**src/rtl/rv_ctrl_fsm.sv**
```systemverilog
// rv_ctrl_fsm: multi-cycle RV32I/RV64I control unit.
// Sequences one instruction at a time through DECODE, EXEC, MEM and WB and
// drives register-file, ALU, data-memory and PC-update controls.
// Optional feature macro: CTRL_MUL_EN (enables the OP/MUL encoding).
//
// state   | meaning
// --------+-----------------------------------------------------------
// IDLE    | ready for a new instruction; latches instr on handshake
// DECODE  | classify latched instruction; unsupported -> ILLEGAL
// EXEC    | ALU phase; branches resolve and update PC here
// MEM     | data-memory request held until mem_ack
// WB      | register write-back (rd != 0) and PC + 4 update
// ILLEGAL | one-cycle illegal pulse, no side effects
module rv_ctrl_fsm #(
  parameter int XLEN     = 32,
  parameter int ALU_OP_W = 4
) (
  input  logic                clk,
  input  logic                rst_n,
  input  logic                instr_valid,
  output logic                instr_ready,
  input  logic [31:0]         instr,
  output logic [XLEN-1:0]     imm,
  output logic [ALU_OP_W-1:0] alu_op,
  output logic                alu_src_imm,
  output logic [4:0]          rf_raddr1,
  output logic [4:0]          rf_raddr2,
  output logic [4:0]          rf_waddr,
  output logic                rf_we,
  output logic                rf_wsel_mem,
  output logic                mem_req,
  output logic                mem_we,
  input  logic                mem_ack,
  input  logic                branch_cond,
  output logic                pc_we,
  output logic                pc_sel_branch,
  output logic                illegal
);

  typedef enum logic [2:0] {
    S_IDLE    = 3'd0,
    S_DECODE  = 3'd1,
    S_EXEC    = 3'd2,
    S_MEM     = 3'd3,
    S_WB      = 3'd4,
    S_ILLEGAL = 3'd5
  } state_t;

  localparam logic [6:0] OPC_OP_IMM = 7'b0010011;
  localparam logic [6:0] OPC_OP     = 7'b0110011;
  localparam logic [6:0] OPC_LUI    = 7'b0110111;
  localparam logic [6:0] OPC_LOAD   = 7'b0000011;
  localparam logic [6:0] OPC_STORE  = 7'b0100011;
  localparam logic [6:0] OPC_BRANCH = 7'b1100011;

  localparam logic [2:0] LS_FUNCT3 = (XLEN == 64) ? 3'b011 : 3'b010;

  localparam logic [ALU_OP_W-1:0] ALU_ADD   = ALU_OP_W'(0);
  localparam logic [ALU_OP_W-1:0] ALU_SUB   = ALU_OP_W'(1);
  localparam logic [ALU_OP_W-1:0] ALU_SLL   = ALU_OP_W'(2);
  localparam logic [ALU_OP_W-1:0] ALU_SLT   = ALU_OP_W'(3);
  localparam logic [ALU_OP_W-1:0] ALU_SLTU  = ALU_OP_W'(4);
  localparam logic [ALU_OP_W-1:0] ALU_XOR   = ALU_OP_W'(5);
  localparam logic [ALU_OP_W-1:0] ALU_SRL   = ALU_OP_W'(6);
  localparam logic [ALU_OP_W-1:0] ALU_SRA   = ALU_OP_W'(7);
  localparam logic [ALU_OP_W-1:0] ALU_OR    = ALU_OP_W'(8);
  localparam logic [ALU_OP_W-1:0] ALU_AND   = ALU_OP_W'(9);
  localparam logic [ALU_OP_W-1:0] ALU_PASSB = ALU_OP_W'(10);
`ifdef CTRL_MUL_EN
  localparam logic [ALU_OP_W-1:0] ALU_MUL   = ALU_OP_W'(11);
`endif

  state_t      state, state_nxt;
  logic [31:0] ir;
  logic        store_pc_q;

  logic [6:0]  opcode;
  logic [2:0]  funct3;
  logic [6:0]  funct7;

  logic [XLEN-1:0]     imm_i, imm_s, imm_b, imm_u;
  logic [XLEN-1:0]     dec_imm;
  logic [ALU_OP_W-1:0] dec_alu_op;
  logic                dec_src_imm;
  logic                dec_illegal;
  logic                is_load, is_store, is_branch;
  logic                shamt_hi_zero, shamt_hi_sr_ok;

  assign opcode = ir[6:0];
  assign funct3 = ir[14:12];
  assign funct7 = ir[31:25];

  assign imm_i = {{(XLEN-12){ir[31]}}, ir[31:20]};
  assign imm_s = {{(XLEN-12){ir[31]}}, ir[31:25], ir[11:7]};
  assign imm_b = {{(XLEN-13){ir[31]}}, ir[31], ir[7], ir[30:25], ir[11:8], 1'b0};
  assign imm_u = {{(XLEN-31){ir[31]}}, ir[30:12], 12'b0};

  // Shift-immediate upper bits: RV64 has a 6-bit shamt, so one fewer bit must be zero.
  assign shamt_hi_zero  = (XLEN == 64) ? (ir[31:26] == 6'b0) : (ir[31:25] == 7'b0);
  assign shamt_hi_sr_ok = (XLEN == 64) ? ({ir[31], ir[29:26]} == 5'b0)
                                       : ({ir[31], ir[29:25]} == 6'b0);

  // funct3 -> ALU op shared by OP and OP-IMM; alt selects SUB/SRA.
  function automatic logic [ALU_OP_W-1:0] alu_from_f3(input logic [2:0] f3, input logic alt);
    logic [ALU_OP_W-1:0] op;
    case (f3)
      3'b000:  op = alt ? ALU_SUB : ALU_ADD;
      3'b001:  op = ALU_SLL;
      3'b010:  op = ALU_SLT;
      3'b011:  op = ALU_SLTU;
      3'b100:  op = ALU_XOR;
      3'b101:  op = alt ? ALU_SRA : ALU_SRL;
      3'b110:  op = ALU_OR;
      default: op = ALU_AND;
    endcase
    return op;
  endfunction

  // Latched-instruction decode: class, ALU op, operand select, immediate, legality.
  always_comb begin
    dec_illegal = 1'b1;
    dec_alu_op  = ALU_ADD;
    dec_src_imm = 1'b0;
    dec_imm     = '0;
    is_load     = 1'b0;
    is_store    = 1'b0;
    is_branch   = 1'b0;
    case (opcode)
      OPC_OP_IMM: begin
        dec_src_imm = 1'b1;
        dec_imm     = imm_i;
        dec_alu_op  = alu_from_f3(funct3, (funct3 == 3'b101) && ir[30]);
        if (funct3 == 3'b001)      dec_illegal = !shamt_hi_zero;
        else if (funct3 == 3'b101) dec_illegal = !shamt_hi_sr_ok;
        else                       dec_illegal = 1'b0;
      end
      OPC_OP: begin
        dec_alu_op = alu_from_f3(funct3, ir[30]);
        if (funct7 == 7'b0000000) begin
          dec_illegal = 1'b0;
        end else if (funct7 == 7'b0100000 && (funct3 == 3'b000 || funct3 == 3'b101)) begin
          dec_illegal = 1'b0;
        end
`ifdef CTRL_MUL_EN
        else if (funct7 == 7'b0000001 && funct3 == 3'b000) begin
          dec_illegal = 1'b0;
          dec_alu_op  = ALU_MUL;
        end
`endif
      end
      OPC_LUI: begin
        dec_illegal = 1'b0;
        dec_src_imm = 1'b1;
        dec_imm     = imm_u;
        dec_alu_op  = ALU_PASSB;
      end
      OPC_LOAD: begin
        dec_illegal = (funct3 != LS_FUNCT3);
        dec_src_imm = 1'b1;
        dec_imm     = imm_i;
        is_load     = 1'b1;
      end
      OPC_STORE: begin
        dec_illegal = (funct3 != LS_FUNCT3);
        dec_src_imm = 1'b1;
        dec_imm     = imm_s;
        is_store    = 1'b1;
      end
      OPC_BRANCH: begin
        dec_illegal = (funct3[2:1] != 2'b00);
        dec_imm     = imm_b;
        dec_alu_op  = ALU_SUB;
        is_branch   = 1'b1;
      end
      default: ;
    endcase
  end

  // State register.
  always_ff @(posedge clk or negedge rst_n) begin
    if (!rst_n) state <= S_IDLE;
    else        state <= state_nxt;
  end

  // Instruction latch (only on handshake) and deferred store PC strobe,
  // which keeps pc_we free of any combinational path from mem_ack.
  always_ff @(posedge clk or negedge rst_n) begin
    if (!rst_n) begin
      ir         <= '0;
      store_pc_q <= 1'b0;
    end else begin
      if (state == S_IDLE && instr_valid) ir <= instr;
      store_pc_q <= (state == S_MEM) && mem_ack && is_store;
    end
  end

  // Next-state logic.
  always_comb begin
    state_nxt = state;
    case (state)
      S_IDLE:    if (instr_valid) state_nxt = S_DECODE;
      S_DECODE:  state_nxt = dec_illegal ? S_ILLEGAL : S_EXEC;
      S_EXEC: begin
        if (is_branch)                state_nxt = S_IDLE;
        else if (is_load || is_store) state_nxt = S_MEM;
        else                          state_nxt = S_WB;
      end
      S_MEM:     if (mem_ack) state_nxt = is_load ? S_WB : S_IDLE;
      S_WB:      state_nxt = S_IDLE;
      S_ILLEGAL: state_nxt = S_IDLE;
      default:   state_nxt = S_IDLE;
    endcase
  end

  // Output logic from state and latched instruction.
  always_comb begin
    imm           = dec_imm;
    alu_op        = dec_alu_op;
    alu_src_imm   = dec_src_imm;
    rf_raddr1     = ir[19:15];
    rf_raddr2     = ir[24:20];
    rf_waddr      = ir[11:7];
    instr_ready   = (state == S_IDLE);
    rf_we         = 1'b0;
    rf_wsel_mem   = 1'b0;
    mem_req       = 1'b0;
    mem_we        = 1'b0;
    pc_we         = store_pc_q;
    pc_sel_branch = 1'b0;
    illegal       = 1'b0;
    case (state)
      S_EXEC: begin
        if (is_branch) begin
          pc_we         = 1'b1;
          pc_sel_branch = branch_cond ^ funct3[0];
        end
      end
      S_MEM: begin
        mem_req = 1'b1;
        mem_we  = is_store;
      end
      S_WB: begin
        rf_we       = (ir[11:7] != 5'd0);
        rf_wsel_mem = is_load;
        pc_we       = 1'b1;
      end
      S_ILLEGAL: illegal = 1'b1;
      default: ;
    endcase
  end

endmodule

```
**config.mk**
```make
export PLATFORM = sky130hd
export DESIGN_NAME = rv_ctrl_fsm
export DESIGN_NICKNAME = d
export VERILOG_FILES = /design/src/rtl/rv_ctrl_fsm.sv
export SDC_FILE = /design/constraint.sdc
export NUM_CORES = 1
export LEC_CHECK = 0
export ABC_AREA = 1
export CORE_ASPECT_RATIO = 0.9
export CORE_MARGIN = 1.5
export CORE_UTILIZATION = 35
export DETAILED_ROUTE_END_ITERATION = 8
export GPL_ROUTABILITY_DRIVEN = 0
export PLACE_DENSITY = 0.73
export SKIP_LAST_GASP = 1
export SYNTH_ARGS = -nofsm -noshare
export SYNTH_HDL_FRONTEND = slang
export SYNTH_SLANG_ARGS = --single-unit
```
**constraint.sdc**
```tcl
create_clock -name clk -period 1.9 [get_ports clk]
set_input_delay 0.475 -clock clk [delete_from_list [all_inputs] [get_ports clk]]
set_output_delay 0.475 -clock clk [all_outputs]
set_load 0.05 [all_outputs]
```
==> impl_results.md, run 1 <==
* Initial antenna violation count at 0
* Clock Latency Late Sink at 0.30 ns
* Unrepaired setup endpoints after global routing: true
* Area after DPL at 3700 um^2
* Worst R2R Path Depth at 13
* Post-synth top area cell: dfrtp_1
* # H-tree levels at 2
* Crit. End Element: primary output
* Register bit total from synthesis at 36
* Seq/Total Area, Yosys at 41.9%
* Slew Limit Fails at 0
* Initial Util at 37.2%
* Synth Area in Adders at 0%
* Layout Utilization at 72.4%
* Rel. slew slack at 69.4%
* TNS Setup at -11.41 ns
* Complex-gate fraction of the synthesized area at 14.5%
* CTS tree: built
* Worst EP arrival at 1.79 ns
* CP Launch Type: flop
* Die height at 77.4 um
* Share of cells above drive strength 1 at 46.0%
* Pre-CTS WS at -0.0764 ns
* Syn nets at 320
* Yosys warning count at 0
* Critical Path Start: ir[3]
* IO Port Bufs at 96
* Final wirelength at 7070 um
* Mapped Cells at 283
* I/O Pins at 97
* XOR/XNOR Fraction of Synth Area at 0.407%
* Die area at 6630 um^2
* MaxCap Viol Count at 0
* Vias per inst at 5.07
* LEAKAGE at 1.94 nW
* Synth top area cells: dfrtp_1 42%, nor2_1 7.5%, nand2_1 7.0%, a21oi_1 6.5%, buf_4 5.6%
* CTS sink cnt at 36
* Drt pass-1 iters at 6
* CP Max Fanout at 8
* Post-route setup slack at -0.365 ns
* Fin crit period at 2.27 ns
* Pwr Density at 1280 nW/um^2
* Die W at 85.7 um
* All-layer global routing usage at 21.4%
* Synthesized area per cell at 7.60 um^2
* Critical path class: reg -> out
* Design area at 4190 um^2
* Largest family of logic cells by synthesized area: simple AND/OR/NAND/NOR gates
* Fmax at 441 MHz
* Simple-Gate Fraction of Synth Area at 25.1%
* DRT antenna net count at 0
* Routed len/inst at 15.0 um
* DP HPWL at 5110 um
* Placed Instances at 452
* Multiplexer area fraction after synthesis at 5.23%
* First-pass GRT wire length at 11300 um
* Area Growth Syn to Fin at 94.9%
* Drc violations at 6
* Worst VDD drop at 0.897 mV
* RR Startpoint: ir[3]
* Global route overflow at 0
* Vias in the first global route at 2404
* Final std cells w/o fill at 472
* Final setup viols at 41
* Ant. Diodes at 0
* Iter 0 DRT Violations at 126
* Cell Area, Synth at 2150 um^2
* Number of core rows at 26
* Core Footprint at 5790 um^2
* Final Hold Fails at 0
* Largest net degree at the start of global routing at 37
* Fin crit share at 119%
* Clock transition at path regs at 0.07 ns
* Post-synth top area share at 41.9%
* Failing checks: DRC, setup timing
* Max Buffers Root-to-Sink at 2
* CTS Buf Count at 5
* CTS root buffer: clkbuf_8
* Final clock skew at 0.00449 ns
* Worst R2R Setup Slack at 0.18 ns
* Post-synthesis cell type count at 31
* Worst Tran Pin Value at 0.460 ns
* DR vias at 2395
* Worst R2R End: state[0]
* Nets at 438
* Outcome: complete, but fails checks
* Req. time, crit path at 1.42 ns
* HP Class: in -> async
-- cell families after synthesis --
family	count (synthesis)
flip-flops	36
AO/OA/AOI/OAI	57
multiplexers	10
buffers and inverters	57
AND/OR/NAND/NOR	122
XOR/XNOR	1
-- how the worst max path moves through the flow --
stage,to,slack (ns)
3_3_place_gp,imm[8],-0.04
2_1_floorplan,imm[8],-0.19
5_1_grt,imm[25],-0.42
6_report,imm[25],-0.37
4_1_cts,imm[21],-0.30
3_5_place_dp,imm[8],-0.08
-- layout make-up --
type | instances | area, um^2
clock buffer | 8 | 90.1
sequential | 36 | 902
multi-input combinational | 190 | 1390
inverter | 35 | 131
tap | 70 | 87.6
fill | 407 | 1600
timing repair buffer | 133 | 1590
-- cell usage in the layout, fill, tap and decap left out, types with 2 or more instances in the layout --
| cell | netlist | routed |
|---|---|---|
| clkdlybuf4s50_1 | 0 | 35 |
| o21ai_4 | 0 | 12 |
| mux2_1 | 2 | 2 |
| a21oi_4 | 0 | 2 |
| mux2_2 | 8 | 8 |
| nand2_4 | 0 | 6 |
| inv_2 | 3 | 7 |
| nand2_1 | 40 | 31 |
| nor3_1 | 7 | 4 |
| nor2_2 | 5 | 3 |
| buf_12 | 0 | 29 |
| inv_1 | 31 | 27 |
| buf_8 | 0 | 4 |
| clkbuf_8 | 0 | 6 |
| nand3_1 | 18 | 16 |
| nor3_4 | 1 | 3 |
| nor2_4 | 1 | 15 |
| buf_4 | 16 | 37 |
| nor2_1 | 43 | 31 |
| o21ai_0 | 19 | 2 |
| clkbuf_1 | 1 | 2 |
| nand2_2 | 6 | 9 |
| o21ai_2 | 2 | 7 |
| dfrtp_1 | 36 | 35 |
| a21oi_1 | 28 | 26 |
| buf_6 | 0 | 26 |
-- worst max-delay path, stage by stage, from the launching register on --
cell and delay [ns]:
dfrtp_1 0.41, nor2_4 0.15, nand3_4 0.12, nor2_4 0.22, o21ai_4 0.12, clkbuf_16 0.20, o21ai_2 0.09, buf_6 0.18
-- metrics by stage --
step                      hold WS (ns)  total power [mW]
after floorplan                  0.179              3.60
after global placement           0.503              4.37
after detailed placement         0.509              4.43
after CTS                        0.238              5.23
after global routing             0.261              5.69
final                            0.208              5.38
-- sequential cells by signal, indices dropped and copies added (netlist names) --
signal / count
store_pc_q: 1
ir: 32
state: 3
-- metal layers --
layer,global-route usage [%],routed length (um),vias up
li1,-,-,1143
met1,26.4,2880,1143
met2,36.1,3520,94
met3,5.96,508,15
met4,7.26,163,0
met5,0,0,-
-- cells in the mapped netlist --
cell type,count
xnor2_1,1
nand4_1,1
o22ai_1,1
a21oi_1,28
nand2_1,40
o21ai_1,1
a21oi_2,1
nor2_1,43
clkinv_1,1
mux2_2,8
inv_1,31
nor2_4,1
clkbuf_1,1
buf_4,16
o41ai_1,1
o21ai_0,19
nand3_1,18
nand2_2,6
mux2_1,2
buf_1,1
nor3_4,1
a31oi_1,1
o211ai_1,1
inv_2,3
buf_2,4
a22o_1,1
o21ai_2,2
nor2_2,5
a21o_1,1
dfrtp_1,36
nor3_1,7
-- power breakdown --
part           total, mW  internal, mW  switching (mW)
clock network      0.569         0.296           0.274
logic               3.35          1.24            2.11
registers           1.46          1.12           0.337
total               5.38          2.66            2.72
-- timing repair --
action	4_1_cts	5_1_grt
gates resized for setup	47	31
gates cloned	0	1
pin swaps	12	6
hold buffers	0	0
setup endpoints to repair	42	42
setup buffers	7	4
Note: power is estimated with default switching activity, not from simulation.
==> run 2, diff against run 1 <==
Settings changed: CELL_PAD_IN_SITES_DETAIL_PLACEMENT set to 0, CELL_PAD_IN_SITES_GLOBAL_PLACEMENT set to 1, CORE_UTILIZATION 35 to 29, PLACE_DENSITY 0.73 to 0.84, RECOVER_POWER set to 50.
Clock period 1.9 ns to 2.26 ns, I/O delays scaled along.
==> impl_results.md, run 2 (synthesis results as in run 1) <==
* Outcome: complete, but fails checks (unchanged)
* Failing checks: setup timing (was DRC, setup timing)
* Met2 WL post-DR at 3500 um (was 3520 um)
* Internal at 2.21 mW (was 2.66 mW)
* Number of core rows at 29 (was 26)
* CTS root buffer: clkbuf_8 (unchanged)
* Core Footprint at 7110 um^2 (was 5790 um^2)
* Power share of the clock group at 12.8% (was 10.6%)
* Largest net degree at the start of global routing at 55 (was 37)
* Area Growth Syn to Fin at 85.1% (was 94.9%)
* Worst Tran Pin Value at 1.32 ns (was 0.460 ns)
* Switching Power at 2.23 mW (was 2.72 mW)
* Max Buffers Root-to-Sink at 2 (unchanged)
* Reg power frac at 27.6% (was 27.1%)
* Rel. slew slack at 12.0% (was 69.4%)
* Drc violations at 0 (was 6)
* Clock Latency Late Sink at 0.29 ns (was 0.30 ns)
* Largest registers: ir (32), state (3), store_pc_q (1) (unchanged)
* Share of cells above drive strength 1 at 37.4% (was 46.0%)
* DP HPWL at 5160 um (was 5110 um)
* HP Class: reg -> reg (was in -> async)
* Routed len/inst at 15.0 um (about the same)
* # H-tree levels at 2 (unchanged)
* Initial antenna violation count at 0 (unchanged)
* Ant. Diodes at 0 (unchanged)
* Final hold slack at 0.533 ns (was 0.208 ns)
* Critical path class: reg -> out (unchanged)
* Worst path cell trace: inv_2, nand2_2, nor2_4, buf_6, nor2_4, a21oi_4, a22o_4, buf_12 (was nor2_4, nand3_4, nor2_4, o21ai_4, clkbuf_16, o21ai_2, buf_6)
* Sw frac at 50.2% (was 50.5%)
* Fmax at 419 MHz
* CP max stage delay at 0.38 ns (was 0.41 ns)
* Pwr Density at 1110 nW/um^2 (was 1280 nW/um^2)
* Req. time, crit path at 1.69 ns (was 1.42 ns)
* Fin crit period at 2.39 ns
* CTS Buf Count at 5 (unchanged)
* Post-route setup slack at -0.129 ns (was -0.365 ns)
* Unrepaired setup endpoints after global routing: true (unchanged)
* CP Launch Type: flop (unchanged)
* Nets at 434 (was 438)
* CTS sink cnt at 36 (unchanged)
* Commonest non-fill, non-tap cell in the layout: clkdlybuf4s50_1 (was buf_4)
* Clock transition at path regs at 0.08 ns (was 0.07 ns)
* Slowest CP cell: dfrtp_1 (unchanged)
* Crit. End Element: primary output (unchanged)
* Initial Util at 30.3% (was 37.2%)
* Met3 wire length at 498 um (was 508 um)
* Drt pass-1 iters at 4 (was 6)
* Fin crit share at 106%
* TNS Setup at -1.33 ns (was -11.41 ns)
* Most frequent CP cell: nor2_4 (unchanged)
* Worst EP arrival at 1.82 ns (was 1.79 ns)
* Biggest register: ir (unchanged)
* DR vias at 2312 (was 2395)
* IO Port Bufs at 96 (unchanged)
* Final clock skew at 0.00656 ns (was 0.00449 ns)
* Die W at 93.8 um (was 85.7 um)
* LEAKAGE at 1.83 nW (was 1.94 nW)
* Pre-CTS WS at -0.257 ns (was -0.0764 ns)
* Slew Limit Fails at 0 (unchanged)
* I/O Pins at 97 (unchanged)
* Final Hold Fails at 0 (unchanged)
* Global route overflow at 0 (unchanged)
* Final setup viols at 29 (was 41)
* All-layer global routing usage at 19.5% (was 21.4%)
* MaxCap Viol Count at 0 (unchanged)
* Vias in the first global route at 2400 (was 2404)
* Worst VDD drop at 0.717 mV (was 0.897 mV)
* First-pass GRT wire length at 11900 um (was 11300 um)
* Top layer in use: met4 (unchanged)
* DRT antenna net count at 0 (unchanged)
* CP Max Fanout at 7 (was 8)
* Final std cells w/o fill at 491 (was 472)
* Iter 0 DRT Violations at 93 (was 126)
* Final wirelength at 7340 um (was 7070 um)
* Die area at 7950 um^2 (was 6630 um^2)
* Die height at 84.7 um (was 77.4 um)
* Placed Instances at 464 (was 452)
* DRT met1 WL at 3250 um (was 2880 um)
* Logic pwr share at 59.6% (was 62.3%)
* Vias per inst at 4.71 (was 5.07)
* CTS tree: built (unchanged)
* Largest register FFs at 32 (unchanged)
* Commonest cells after routing, fill and taps aside: 49 x clkdlybuf4s50_1, 37 x nor2_1, 35 x nand2_1, 34 x dfrtp_1, 28 x inv_1 (was 37 x buf_4, 35 x clkdlybuf4s50_1, 35 x dfrtp_1, 31 x nand2_1, 31 x nor2_1)
[run 2: critical path: cells and delay by family (launching register included)]
kind                   cells  cell delay, ns
buffers and inverters      3            0.36
flip-flops                 1            0.38
AO/OA/AOI/OAI              2            0.34
AND/OR/NAND/NOR            3            0.44
[run 2: path summary, 6_finish.rpt]
kind	start	to	slack [ns]	cells past startpoint
max	ir[4]	imm[11]	-0.13	8
min	ir[19]	ir[19]	0.53	1
max reg2reg	state[2]	ir[1]	0.18	6
min reg2reg	ir[19]	ir[19]	0.53	1
max in group asynchronous	rst_n	ir[1]	0.70	2
min in group asynchronous	rst_n	state[0]	0.55	1
[run 2: final cells by class]
cell class              instances  area [um^2]
well taps                      93          116
multi-input cells             193         1270
repair buffers                126         1450
fillers                       660         3130
inverters                      35          135
clock buffers                   5         68.8
flip-flops and latches         36          903
clock inverters                 3         42.5
[run 2: power by group through the flow]
stage | Sequential (mW) | Combinational [mW] | Clock [mW]
5_1_grt | 1.27 | 2.84 | 0.621
2_1_floorplan | 1.13 | 1.77 | 0
6_report | 1.23 | 2.64 | 0.569
3_5_place_dp | 1.19 | 2.35 | 0
4_1_cts | 1.20 | 2.52 | 0.587
3_3_place_gp | 1.18 | 2.33 | 0
[run 2: stage by stage]
step	power, mW	utilization [%]	cell area [um^2]
final	4.44	56.0	3980
after global routing	4.73	56.0	3980
after CTS	4.31	53.3	3790
after detailed placement	3.55	48.3	3440
after global placement	3.50	48.3	3440
after floorplan	2.90	-	2230
[run 2: timing repair]
action,4_1_cts,5_1_grt
pin swaps,7,9
cloned,2,1
setup endpoints to repair,39,41
resized for setup,30,42
setup buffers,12,4
hold buffers,0,0
[run 2: metal layers]
layer,up-vias,GRT usage (%)
met1,1097,25.9
met4,0,5.29
met2,71,31.6
li1,1138,-
met3,6,4.89
met5,-,0
